==> src/rtl/pht_write_ctrl.sv <==
// Write-port sequencer for the branch predictor's 2-bit-counter PHT: sweeps the table to INIT_STATE
// after reset/clear, then drains buffered branch updates. Optional build macro: PHT_UPD_COALESCE_EN.
module pht_write_ctrl #(
    parameter int         PHT_DEPTH  = 7,
    parameter logic [1:0] INIT_STATE = 2'b01,
    parameter int         QDEPTH     = 4
) (
    input  logic                       clk,
    input  logic                       rst,
    input  logic                       clear_req,
    input  logic                       upd_valid,
    input  logic [PHT_DEPTH-1:0]       upd_index,
    input  logic [1:0]                 upd_state,
    output logic                       upd_ready,
    input  logic                       pht_wstall,
    output logic                       pht_we,
    output logic [PHT_DEPTH-1:0]       pht_waddr,
    output logic [1:0]                 pht_wdata,
    output logic                       busy,
    output logic [$clog2(QDEPTH):0]    q_count,
    output logic [7:0]                 drop_cnt
);

    localparam int                   PW     = $clog2(QDEPTH);
    localparam logic [PW:0]          L_FULL = (PW+1)'(QDEPTH);
    localparam logic [PW:0]          L_ONE  = (PW+1)'(1);
    localparam logic [PHT_DEPTH-1:0] L_LAST = '1;

    typedef enum logic {ST_INIT, ST_RUN} state_t;

    state_t               r_state, w_state_nxt;
    logic [PHT_DEPTH-1:0] r_sweep, w_sweep_nxt;
    logic [PHT_DEPTH-1:0] r_idx_mem [QDEPTH];
    logic [1:0]           r_st_mem  [QDEPTH];
    logic [PW-1:0]        r_wptr, r_rptr;
    logic [PW-1:0]        w_last_ptr;
    logic [PW:0]          r_count;
    logic [7:0]           r_drop;
    logic                 w_flush, w_pop, w_push, w_coal;

    always_ff @(posedge clk or negedge rst) begin
        if (!rst) begin
            r_state <= ST_INIT;
            r_sweep <= '0;
        end else begin
            r_state <= w_state_nxt;
            r_sweep <= w_sweep_nxt;
        end
    end

    always_comb begin
        w_state_nxt = r_state;
        w_sweep_nxt = r_sweep;
        w_flush     = 1'b0;
        busy        = 1'b0;
        pht_we      = 1'b0;
        pht_waddr   = r_idx_mem[r_rptr];
        pht_wdata   = r_st_mem[r_rptr];
        case (r_state)
            ST_INIT: begin
                busy      = 1'b1;
                pht_we    = !pht_wstall;
                pht_waddr = r_sweep;
                pht_wdata = INIT_STATE;
                if (clear_req) begin
                    w_sweep_nxt = '0;
                end else if (pht_we) begin
                    // Counter wraps to 0 on the last entry, leaving it ready for the next sweep.
                    w_sweep_nxt = r_sweep + 1'b1;
                    if (r_sweep == L_LAST) w_state_nxt = ST_RUN;
                end
            end
            ST_RUN: begin
                pht_we = (r_count != '0) && !pht_wstall && !clear_req;
                if (clear_req) begin
                    w_state_nxt = ST_INIT;
                    w_sweep_nxt = '0;
                    w_flush     = 1'b1;
                end
            end
            default: w_state_nxt = ST_INIT;
        endcase
    end

    // upd_valid/upd_ready: an update transfers on any cycle where both are high; an update
    // presented while upd_ready is low is not held by the source, it is dropped and counted.
    assign w_pop      = (r_state == ST_RUN) && pht_we;
    assign w_last_ptr = r_wptr - 1'b1;

`ifdef PHT_UPD_COALESCE_EN
    // Newest entry is still queued unless it is the sole entry and leaves this cycle.
    assign w_coal = upd_valid && (r_state == ST_RUN) && !clear_req && (r_count != '0)
                  && (r_idx_mem[w_last_ptr] == upd_index) && !(w_pop && (r_count == L_ONE));
`else
    assign w_coal = 1'b0;
`endif

    assign upd_ready = (r_state == ST_RUN) && !clear_req && ((r_count != L_FULL) || w_coal);
    assign w_push    = upd_valid && upd_ready && !w_coal;

    always_ff @(posedge clk or negedge rst) begin
        if (!rst) begin
            r_wptr  <= '0;
            r_rptr  <= '0;
            r_count <= '0;
        end else if (w_flush) begin
            r_wptr  <= '0;
            r_rptr  <= '0;
            r_count <= '0;
        end else begin
            if (w_push) r_wptr <= r_wptr + 1'b1;
            if (w_pop)  r_rptr <= r_rptr + 1'b1;
            case ({w_push, w_pop})
                2'b10:   r_count <= r_count + 1'b1;
                2'b01:   r_count <= r_count - 1'b1;
                default: r_count <= r_count;
            endcase
        end
    end

    always_ff @(posedge clk) begin
        if (w_push) begin
            r_idx_mem[r_wptr] <= upd_index;
            r_st_mem[r_wptr]  <= upd_state;
        end else if (w_coal) begin
            r_st_mem[w_last_ptr] <= upd_state;
        end
    end

    always_ff @(posedge clk or negedge rst) begin
        if (!rst) begin
            r_drop <= '0;
        end else if (upd_valid && !upd_ready && (r_drop != 8'hFF)) begin
            r_drop <= r_drop + 1'b1;
        end
    end

    assign q_count  = r_count;
    assign drop_cnt = r_drop;

endmodule

==> config.mk <==
export PLATFORM = sky130hd
export DESIGN_NAME = pht_write_ctrl
export DESIGN_NICKNAME = d
export VERILOG_FILES = /design/src/rtl/pht_write_ctrl.sv
export SDC_FILE = /design/constraint.sdc
export NUM_CORES = 1
export LEC_CHECK = 0
export BUFFER_PORTS_ARGS = -buffer_cell sky130_fd_sc_hd__buf_2
export CAP_MARGIN = 15
export CORE_MARGIN = 5
export CORE_UTILIZATION = 42
export CTS_BUF_LIST = sky130_fd_sc_hd__clkbuf_16
export CTS_CLUSTER_DIAMETER = 60
export DETAILED_ROUTE_END_ITERATION = 16
export GPL_TIMING_DRIVEN = 0
export PLACE_DENSITY = 0.62
export REMOVE_ABC_BUFFERS = 1
export SLEW_MARGIN = 20
export SYNTH_ARGS = -nofsm -noshare
export SYNTH_HDL_FRONTEND = slang
export SYNTH_SLANG_ARGS = --single-unit
==> constraint.sdc <==
create_clock -name clk -period 2.85 [get_ports clk]
set_input_delay 0.285 -clock clk [delete_from_list [all_inputs] [get_ports clk]]
set_output_delay 0.285 -clock clk [all_outputs]
set_load 0.02 [all_outputs]
==> impl_metrics.json, run 1 <==
{
  "drt-met1-wl_mm": 2.232,
  "combinationalPowerShare": 0.105,
  "min_path_cells": 1,
  "gr-usage-all-layers": 0.1409,
  "ys_warn_count": 0,
  "yosys_register_bits": 59,
  "maxCapViolCount": 0,
  "count_of_vias_placed_by_the_detailed_router": 1645,
  "dp.final_hpwl_mm": 3.453,
  "crit_buf_inv": 0,
  "post_synth_instance_area_um2": 2730,
  "drt_drc_violations_left": 0,
  "cts-hold-fix-buffers": 1,
  "port_buffers": 36,
  "layout-area-overhead-vs-synth_pct": 20.94,
  "postSynth.topFlopCell": "sky130_fd_sc_hd__edfxtp_1",
  "power_leakage_nw": 1.312,
  "via_per_inst": 5.272,
  "vias_in_the_first_global_route": 1706,
  "coreArea_um2": 6350,
  "worstSetupStartpoint": "r_state$_DFF_PN0_",
  "fillers": 538,
  "worst_setup_hold_path_clk_slew_ps": 60,
  "criticalPathCategory": "reg2reg",
  "setup_total_negative_slack_ps": 0,
  "yosysUniqueCellTypes": 37,
  "tritoncts_clock_tree": "built",
  "worst_slack_ps": 329.8,
  "topRoutingLayerUsed": "met4",
  "cell_depth_of_the_worst_setup_path": 3,
  "grt_max_degree": 24,
  "r2r_cells": 3,
  "floorplan.die.width_um": 90.63,
  "route.final.wire_length_mm": 5.243,
  "root_buf_cell": "sky130_fd_sc_hd__clkbuf_16",
  "firstDrtPassIters": 4,
  "critPathLaunchType": "register",
  "pwr-share-seq": 0.422,
  "clock_power_share": 0.473,
  "drt-wirelength-per-cell_um": 16.80,
  "grt_setup_unrepaired": "false",
  "grt_first_pass_wirelength_mm": 8.866,
  "worstReg2RegStart": "r_state$_DFF_PN0_",
  "seq_area_um2": 1657,
  "drt_iter0_drc": 114,
  "io_pins": 37,
  "r2r_setup_slack_ps": 330,
  "total_switching_power_mw": 0.6108,
  "cts_buffers": 9,
  "placementRows": 29,
  "relSlewSlack": 0.5315,
  "power_switching_share": 0.2496,
  "drive_gt1_frac": 0.3234,
  "count_of_instances_resized_after_the_clock_tree_is_built": 0,
  "slowest_stage": "sky130_fd_sc_hd__dfrtp_1",
  "outcome": "completed",
  "timing.final.crit_share": 0.8843,
  "crit_arrival_ps": 2480,
  "number_of_antenna_violations_at_the_first_check_in_global_routing": 0,
  "dp_slack_ps": 299.3,
  "fp.dieH_um": 90.63,
  "h-tree-depth": 3,
  "maxClockFrequency_ghz": 0.3968,
  "hold_path_startpoint": "upd_state[0]",
  "synth_edf_count": 36,
  "post-route-cell-area_um2": 3302,
  "critical_path_required_ps": 2810,
  "max_slew.worst_pin.slew_ps": 702.8,
  "placement.cell_area_um2": 2965,
  "postCtsSetupRepairBufs": 0,
  "multiInputGateArea_um2": 1010,
  "worstHoldPathType": "in2reg",
  "critical_path.cell_chain": "nand2b_1 -> nor3_4 -> and2_1",
  "timing.final.crit_period_ps": 2520,
  "ir_drop_mv": 0.4173,
  "clock-skew-final_ps": 5.836,
  "p_per_area_nw_per_um2": 741.1,
  "setup_viol": 0,
  "average_instance_area_after_synthesis_um2": 14.29,
  "synth.yosys.seq_area_share": 0.6068,
  "final_hold_viol_count": 0,
  "end_kind": "register",
  "worstSkewPairLatency_ps": 330,
  "met2WireLength_mm": 2.602,
  "die_area_um2": 8213,
  "critical_path.max_stage_delay_ps": 740,
  "synthCells": 191,
  "cts.sinks": 59,
  "routabilityCongestion": 0.7667,
  "overflow": 0,
  "met3WireLength_um": 317,
  "initial_utilization": 0.4300,
  "antennaDiodeCount": 0,
  "layout_common_cells": "sky130_fd_sc_hd__buf_2 (36), sky130_fd_sc_hd__edfxtp_1 (36), sky130_fd_sc_hd__dfrtp_1 (23), sky130_fd_sc_hd__nor2_1 (16)",
  "cp_top_family": "simple AND/OR/NAND/NOR gates",
  "cp_max_fo": 17,
  "cts.path.max_buffers": 2,
  "antenna_nets_post_route": 0,
  "finish.net_count": 251,
  "timing.final.max_slew_violations": 0,
  "synth-async-reset-ratio": 0.3898,
  "internal_power_of_the_cells_mw": 1.836
}
==> path summary, 6_finish.rpt <==
check / end
min in group asynchronous: drop_cnt[4]$_DFFE_PN0P_
worst max register to register: r_idx_mem[1][6]$_DFFE_PP_
worst min-delay path: r_st_mem[3][0]$_DFFE_PP_
worst max-delay path: r_idx_mem[1][6]$_DFFE_PP_
worst min register to register: drop_cnt[5]$_DFFE_PN0P_
max in group asynchronous: r_sweep[5]$_DFFE_PN0P_
==> stage by stage <==
| stage | hold slack, ps | utilization | cells | power (mW) |
|---|---|---|---|---|
| after floorplan | -10.59 | - | 182 | 1.200 |
| after global placement | 304.1 | 0.4670 | 295 | 1.303 |
| after detailed placement | 302.7 | 0.4670 | 295 | 1.308 |
| after CTS | 166.4 | 0.5200 | 312 | 2.470 |
| after global routing | 164.9 | 0.5200 | 312 | 2.552 |
| final | 170.7 | 0.5200 | 312 | 2.447 |
==> state kept, by name, indices dropped and copies added, names as in the netlist <==
| name | cells |
|---|---|
| r_idx_mem | 28 |
| drop_cnt | 8 |
| r_st_mem | 8 |
| r_sweep | 7 |
| q_count | 3 |
| r_rptr | 2 |
| r_wptr | 2 |
| r_state | 1 |
==> power by group through the flow <==
stage	clock network (mW)	registers (mW)	logic, mW
finish	1.16	1.03	0.257
global route	1.22	1.04	0.287
CTS	1.18	1.03	0.261
detailed placement	0	1.05	0.260
global placement	0	1.05	0.257
floorplan	0	1.09	0.107
==> layer usage <==
layer  track usage  vias to the layer above
met5             0                        -
met4       0.06700                        0
met3       0.04417                        7
met2        0.2270                       46
met1        0.1710                      812
li1              -                      780
==> synth_stat cells (all sizes together), types with 5 or more instances <==
master,count,share of area
edfxtp,36,0.40
dfrtp,23,0.21
nor2,16,0.022
mux2,9,0.037
mux4,9,0.074
nand3,8,0.016
nand2,7,0.0096
xnor2,7,0.025
xor2,7,0.022
and2,6,0.014
ha,6,0.027
inv,6,0.0082
clkbuf,5,0.0069
nor3,5,0.013
==> logic make-up after synthesis <==
group,share of synthesized area
simple gates,0.1302
mux,0.1260
buf+inv,0.02337
fa+ha+maj,0.03483
xor+xnor,0.04766
flops,0.6068
compound gates,0.03117
==> area by class of cell <==
| type | count | share of cell area |
|---|---|---|
| clock buffer | 9 | 0.06821 |
| clock inverter | 7 | 0.03069 |
| inverter | 6 | 0.006821 |
| multi-input combinational | 117 | 0.3058 |
| sequential | 59 | 0.5017 |
| tap | 77 | 0.02918 |
| timing repair buffer | 37 | 0.05760 |
Power figures use the tool's default switching activity.
==> run 2: changes to the inputs <==
--- a/config.mk
+++ b/config.mk
@@ -5,6 +5,7 @@
 export SDC_FILE = /design/constraint.sdc
 export NUM_CORES = 1
 export LEC_CHECK = 0
+export ABC_AREA = 1
 export BUFFER_PORTS_ARGS = -buffer_cell sky130_fd_sc_hd__buf_2
 export CAP_MARGIN = 15
 export CORE_MARGIN = 5
==> run 2 against run 1 <==
  * Synthesized cell count increased by 44%
  * Clock skew decreased by 1.4 ps
  * Critical path depth grew 3
  * Via count up 21%
  * Total power is 1.2% higher
  * Global-route usage increased by 0.50 points
  * Setup slack worse by 50 ps
  * First-iteration DRC count rose by 17%
==> impl_metrics.json, run 2 <==
{
  "synth_edf_count": 36,
  "drt_drc_violations_left": 0,
  "tritoncts_clock_tree": "built",
  "number_of_antenna_violations_at_the_first_check_in_global_routing": 0,
  "largest_reg_flops": 28,
  "post_synth_instance_area_um2": 2823,
  "synthCells": 275,
  "most_frequent_cells_after_synthesis": "sky130_fd_sc_hd__nand2_1 (50), sky130_fd_sc_hd__edfxtp_1 (36), sky130_fd_sc_hd__nor2_1 (36)",
  "finish.net_count": 336,
  "grt_max_degree": 24,
  "final_hold_viol_count": 0,
  "io_pins": 37,
  "postSynth.topFlopCell": "sky130_fd_sc_hd__edfxtp_1",
  "antenna_nets_post_route": 0,
  "maxCapViolCount": 0,
  "root_buf_cell": "sky130_fd_sc_hd__clkbuf_16",
  "power_leakage_nw": 1.448,
  "setup_total_negative_slack_ps": 0,
  "cts_buffers": 9,
  "vias_in_the_first_global_route": 1912,
  "average_instance_area_after_synthesis_um2": 10.26,
  "dp_slack_ps": 359.6,
  "crit_top_cell": "sky130_fd_sc_hd__o21ai_0",
  "overflow": 0,
  "placement.cell_area_um2": 3049,
  "criticalPathCategory": "reg2out",
  "gr-usage-all-layers": 0.1459,
  "synth.yosys.seq_area_share": 0.5869,
  "antennaDiodeCount": 0,
  "netlist.area_leader.share": 0.3830,
  "dp.final_hpwl_mm": 3.804,
  "routabilityCongestion": 0.7851,
  "multiInputGateArea_um2": 1018,
  "drt_iter0_drc": 133,
  "ir_drop_mv": 0.4379,
  "finalPower_mw": 2.477,
  "cp_max_fo": 21,
  "r2r_setup_slack_ps": 360,
  "h-tree-depth": 3,
  "seq_area_um2": 1657,
  "placementRows": 29,
  "relSlewSlack": 0.3897,
  "critPathLaunchType": "register",
  "ys_warn_count": 0,
  "maxClockFrequency_ghz": 0.3891,
  "worst_setup_hold_path_clk_slew_ps": 50,
  "cts.path.max_buffers": 2,
  "cts.sinks": 59,
  "floorplan.die.width_um": 91.98,
  "timing.final.crit_period_ps": 2570,
  "die_area_um2": 8460,
  "critical_path.cell_chain": "inv_1 -> o21ai_0 -> o22ai_1 -> nand2_1 -> o21ai_0 -> buf_2",
  "count_of_vias_placed_by_the_detailed_router": 1983,
  "drive_gt1_frac": 0.2156,
  "yosys.cell_count.top_type": "sky130_fd_sc_hd__nand2_1",
  "post_synth_main_area_contributors": "sky130_fd_sc_hd__edfxtp_1 (38%), sky130_fd_sc_hd__dfrtp_1 (20%), sky130_fd_sc_hd__nand2_1 (6.6%)",
  "crit_buf_inv": 2,
  "worstHoldPathType": "in2reg",
  "slowest_stage": "sky130_fd_sc_hd__dfrtp_1",
  "layout_common_cells": "sky130_fd_sc_hd__nand2_1 (50), sky130_fd_sc_hd__nor2_1 (36), sky130_fd_sc_hd__buf_2 (36), sky130_fd_sc_hd__edfxtp_1 (36), sky130_fd_sc_hd__o21ai_0 (28)",
  "outcome": "completed",
  "layout.cells.most_common": "sky130_fd_sc_hd__nand2_1",
  "synth-async-reset-ratio": 0.3898,
  "firstDrtPassIters": 5,
  "end_kind": "output pin",
  "largest-register": "r_idx_mem",
  "grt_setup_unrepaired": "false",
  "max_slew.worst_pin.slew_ps": 912.1,
  "worstSkewPairLatency_ps": 320,
  "grt_first_pass_wirelength_mm": 9.466,
  "route.final.wire_length_mm": 5.710,
  "via_per_inst": 4.995,
  "timing.final.max_slew_violations": 0,
  "drt-wirelength-per-cell_um": 14.38,
  "port_buffers": 36,
  "post-route-cell-area_um2": 3369,
  "crit_arrival_ps": 2290,
  "initial_utilization": 0.4370,
  "worst_slack_ps": 279.9,
  "fp.dieH_um": 91.98,
  "fillers": 592,
  "clock-skew-final_ps": 4.403,
  "timing.final.crit_share": 0.9018,
  "cp_top_family": "flip-flops",
  "coreArea_um2": 6459,
  "critical_path.max_stage_delay_ps": 710,
  "critical_path_required_ps": 2570,
  "layout-area-overhead-vs-synth_pct": 19.37,
  "yosysUniqueCellTypes": 36,
  "yosys_register_bits": 59,
  "p_per_area_nw_per_um2": 735.3,
  "setup_viol": 0,
  "yosys.area.top_type": "sky130_fd_sc_hd__edfxtp_1"
}
## run 2: cell count changes in the layout (fill, tap and decap cells not counted), moves of 5 or more
cell / delta
sky130_fd_sc_hd__inv_1: +19
sky130_fd_sc_hd__nand2_1: +43
sky130_fd_sc_hd__xor2_1: -5
sky130_fd_sc_hd__and2_1: -6
sky130_fd_sc_hd__o22ai_1: +6
sky130_fd_sc_hd__nor2_1: +20
sky130_fd_sc_hd__o21ai_0: +25
sky130_fd_sc_hd__mux2_2: -9
sky130_fd_sc_hd__mux4_2: -9
## run 2: report_power, final
group          switching (mW)  total (mW)  internal, mW
clock                   0.349        1.10         0.754
sequential             0.0796        1.04         0.960
combinational           0.210       0.334         0.125
## run 2: metal layers
layer | up-vias | GRT usage | share of wire
li1 | 1013 | - | -
met1 | 911 | 0.1968 | 0.47
met2 | 53 | 0.2196 | 0.46
met3 | 6 | 0.04010 | 0.055
met4 | 0 | 0.06683 | 0.0093
met5 | - | 0 | 0
## run 2: path summary, 6_finish.rpt
check | startpoint | to | cells after the start
setup / recovery | r_rptr[0]$_DFFE_PN0P_ | pht_waddr[2] | 6
hold / removal | upd_state[0] | r_st_mem[0][0]$_DFFE_PP_ | 1
setup reg to reg | r_state$_DFF_PN0_ | q_count[2]$_DFFE_PN0P_ | 13
hold reg to reg | drop_cnt[1]$_DFFE_PN0P_ | drop_cnt[1]$_DFFE_PN0P_ | 2
max in group asynchronous | rst | r_wptr[1]$_DFFE_PN0P_ | 2
min in group asynchronous | rst | drop_cnt[6]$_DFFE_PN0P_ | 2
## run 2: logic make-up after synthesis
family,Yosys count,synth area share
AO/OA/AOI/OAI,49,0.09663
XOR/XNOR,8,0.02748
buffers and inverters,32,0.05230
flip-flops,59,0.5869
adder cells (fa/ha/maj),7,0.03369
AND/OR/NAND/NOR,120,0.2030
## run 2: cell type report
cell class / instances / area share
multi-input cells: 184 / 0.3023
clock inverters: 7 / 0.02525
flip-flops and latches: 59 / 0.4916
well taps: 77 / 0.02859
repair buffers: 37 / 0.05644
clock buffers: 9 / 0.06684
inverters: 24 / 0.02896
## run 2: stage by stage
step / util / hold slack (ps) / std cells
6_report: 0.5217 / 183.3 / 397
5_1_grt: 0.5217 / 177.7 / 397
4_1_cts: 0.5217 / 168.0 / 397
3_5_place_dp: 0.4721 / 302.1 / 380
3_3_place_gp: 0.4721 / 308.7 / 380
2_1_floorplan: - / -10.59 / 267
## run 2: repair_timing
action / in CTS / in global routing
buffers inserted: 0 / 0
hold buffers: 1 / 0
endpoints found under the setup margin: 0 / 0
gates resized for setup: 0 / 0
hold endpoints to repair: 23 / 0
==> run 3: changes to the inputs <==
--- a/config.mk
+++ b/config.mk
@@ -14,7 +14,7 @@
 export CTS_CLUSTER_DIAMETER = 60
 export DETAILED_ROUTE_END_ITERATION = 16
 export GPL_TIMING_DRIVEN = 0
-export PLACE_DENSITY = 0.62
+export PLACE_DENSITY = 0.58
 export REMOVE_ABC_BUFFERS = 1
 export SLEW_MARGIN = 20
 export SYNTH_ARGS = -nofsm -noshare
==> run 3 against run 2 <==
  * Combinational power is essentially flat
  * Clock power shrank 7%
  * Via count is essentially flat
  * Clock-buffer cell count is the same
  * Final area shrank 0.78%
  * Sequential share of layout area grew 0.39 points
  * Critical path depth is the same
  * Total power shrank 3.4%
  * Non-clock buffer count is the same
  * Critical path type unchanged
  * Highest routed layer unchanged
==> impl_metrics.json, run 3 (synthesis gave the netlist of run 2 again) <==
{
  "outcome": "completed",
  "layout_common_cells": "sky130_fd_sc_hd__nand2_1 (50), sky130_fd_sc_hd__nor2_1 (36), sky130_fd_sc_hd__buf_2 (36), sky130_fd_sc_hd__edfxtp_1 (36), sky130_fd_sc_hd__o21ai_0 (28)",
  "cts.path.max_buffers": 2,
  "timing.final.crit_period_ps": 2576,
  "placementRows": 29,
  "antennaDiodeCount": 0,
  "criticalPathCategory": "reg2out",
  "number_of_antenna_violations_at_the_first_check_in_global_routing": 0,
  "maxClockFrequency_ghz": 0.3883,
  "worstHoldPathType": "in2reg",
  "count_of_instances_resized_after_the_clock_tree_is_built": 0,
  "initial_utilization": 0.4370,
  "final_hold_viol_count": 0,
  "cts_buffers": 9,
  "drt-wirelength-per-cell_um": 14.30,
  "root_buf_cell": "sky130_fd_sc_hd__clkbuf_16",
  "post-route-cell-area_um2": 3343,
  "worst_setup_hold_path_clk_slew_ps": 50,
  "floorplan.die.width_um": 91.98,
  "critPathLaunchType": "register",
  "drt_iter0_drc": 116,
  "tritoncts_clock_tree": "built",
  "overflow": 0,
  "route.final.wire_length_mm": 5.664,
  "die_area_um2": 8460,
  "finalHoldWorstSlack_ps": 177.4,
  "timing.final.max_slew_violations": 0,
  "largest-register": "r_idx_mem",
  "antenna_nets_post_route": 0,
  "port_buffers": 36,
  "firstDrtPassIters": 4,
  "largest_reg_flops": 28,
  "dp.final_hpwl_mm": 3.881,
  "layout-area-overhead-vs-synth_pct": 18.44,
  "cts.sinks": 59,
  "io_pins": 37,
  "placement.cell_area_um2": 3049,
  "count_of_vias_placed_by_the_detailed_router": 1984,
  "drive_gt1_frac": 0.2194,
  "cp_max_fo": 21,
  "via_per_inst": 5.010,
  "timing.final.crit_share": 0.9037,
  "p_per_area_nw_per_um2": 715.7,
  "end_kind": "output pin",
  "finalPower_mw": 2.393,
  "finish.net_count": 336,
  "vias_in_the_first_global_route": 1861,
  "h-tree-depth": 3,
  "setup_total_negative_slack_ps": 0,
  "routabilityCongestion": 0.7384,
  "coreArea_um2": 6459,
  "critical_path_required_ps": 2570,
  "grt_first_pass_wirelength_mm": 9.342,
  "max_slew.worst_pin.slew_ps": 922.1,
  "ir_drop_mv": 0.3510,
  "worstSkewPairLatency_ps": 320,
  "grt_max_degree": 24,
  "grt_setup_unrepaired": "false",
  "relSlewSlack": 0.3830,
  "drt_drc_violations_left": 0,
  "power_leakage_nw": 1.427,
  "final_util": 0.5176,
  "crit_arrival_ps": 2290,
  "gr-usage-all-layers": 0.1425,
  "clock-skew-final_ps": 8.174,
  "setup_viol": 0,
  "maxCapViolCount": 0,
  "fp.dieH_um": 91.98,
  "layout.cells.most_common": "sky130_fd_sc_hd__nand2_1"
}
## run 3: cell types whose count changed in the layout (fill, tap and decap cells not counted), sizes merged
cell / change
bufinv: -1
clkinv: -1
clkinvlp: +2
inv: -1
## run 3: per-stage QoR
| step | cells | setup WS [ps] |
|---|---|---|
| CTS | 396 | 260.0 |
| finish | 396 | 274.4 |
| floorplan | 267 | 710.2 |
| global placement | 380 | 398.2 |
| global route | 396 | 104.3 |
| detailed placement | 380 | 365.1 |
## run 3: where the power goes
group	leakage (nW)	total [mW]	switching (mW)	internal [mW]
sequential	0.628	1.04	0.0787	0.960
clock	0.138	1.02	0.357	0.663
combinational	0.661	0.334	0.210	0.124
total	1.43	2.39	0.645	1.75
## run 3: layer usage
| layer | vias to the layer above | track usage | wire length [um] |
|---|---|---|---|
| met3 | 6 | 0.04664 | 305 |
| met5 | - | 0 | 0 |
| met1 | 929 | 0.1984 | 2762 |
| li1 | 1011 | - | - |
| met2 | 38 | 0.2062 | 2544 |
| met4 | 0 | 0.05569 | 51 |
## run 3: critical path: stages, from the launching register on
cell	delay [ps]
sky130_fd_sc_hd__dfrtp_1	720
sky130_fd_sc_hd__inv_1	460
sky130_fd_sc_hd__o21ai_0	280
sky130_fd_sc_hd__o22ai_1	120
sky130_fd_sc_hd__nand2_1	80
sky130_fd_sc_hd__o21ai_0	110
sky130_fd_sc_hd__buf_2	200
## run 3: worst paths after layout
path                                        startpoint                   endpoint  slack (ps)  cells after the start
worst max-delay path             r_rptr[0]$_DFFE_PN0P_               pht_waddr[4]         270                      6
min in group asynchronous                          rst    drop_cnt[6]$_DFFE_PN0P_         480                      2
max in group asynchronous                          rst      r_rptr[0]$_DFFE_PN0P_        1980                      2
worst min register to register  r_sweep[3]$_DFFE_PN0P_     r_sweep[3]$_DFFE_PN0P_         520                      1
worst min-delay path                      upd_index[4]  r_idx_mem[0][4]$_DFFE_PP_         180                      1
worst max register to register       r_state$_DFF_PN0_     q_count[2]$_DFFE_PN0P_         390                     13
## run 3: layout make-up
cell class | count | area [um2]
Multi-Input combinational cell | 184 | 1018
Clock buffer | 9 | 225.2
Sequential cell | 59 | 1657
Inverter | 24 | 97.59
Clock inverter | 6 | 58.81
Fill cell | 589 | 3115
Tap cell | 77 | 96.34
Timing Repair Buffer | 37 | 190.2
## run 3: repair_timing
item / 4_1_cts / 5_1_grt
setup buffers: 0 / 0
hold endpoints to repair: 23 / 0
hold buffers: 1 / 0
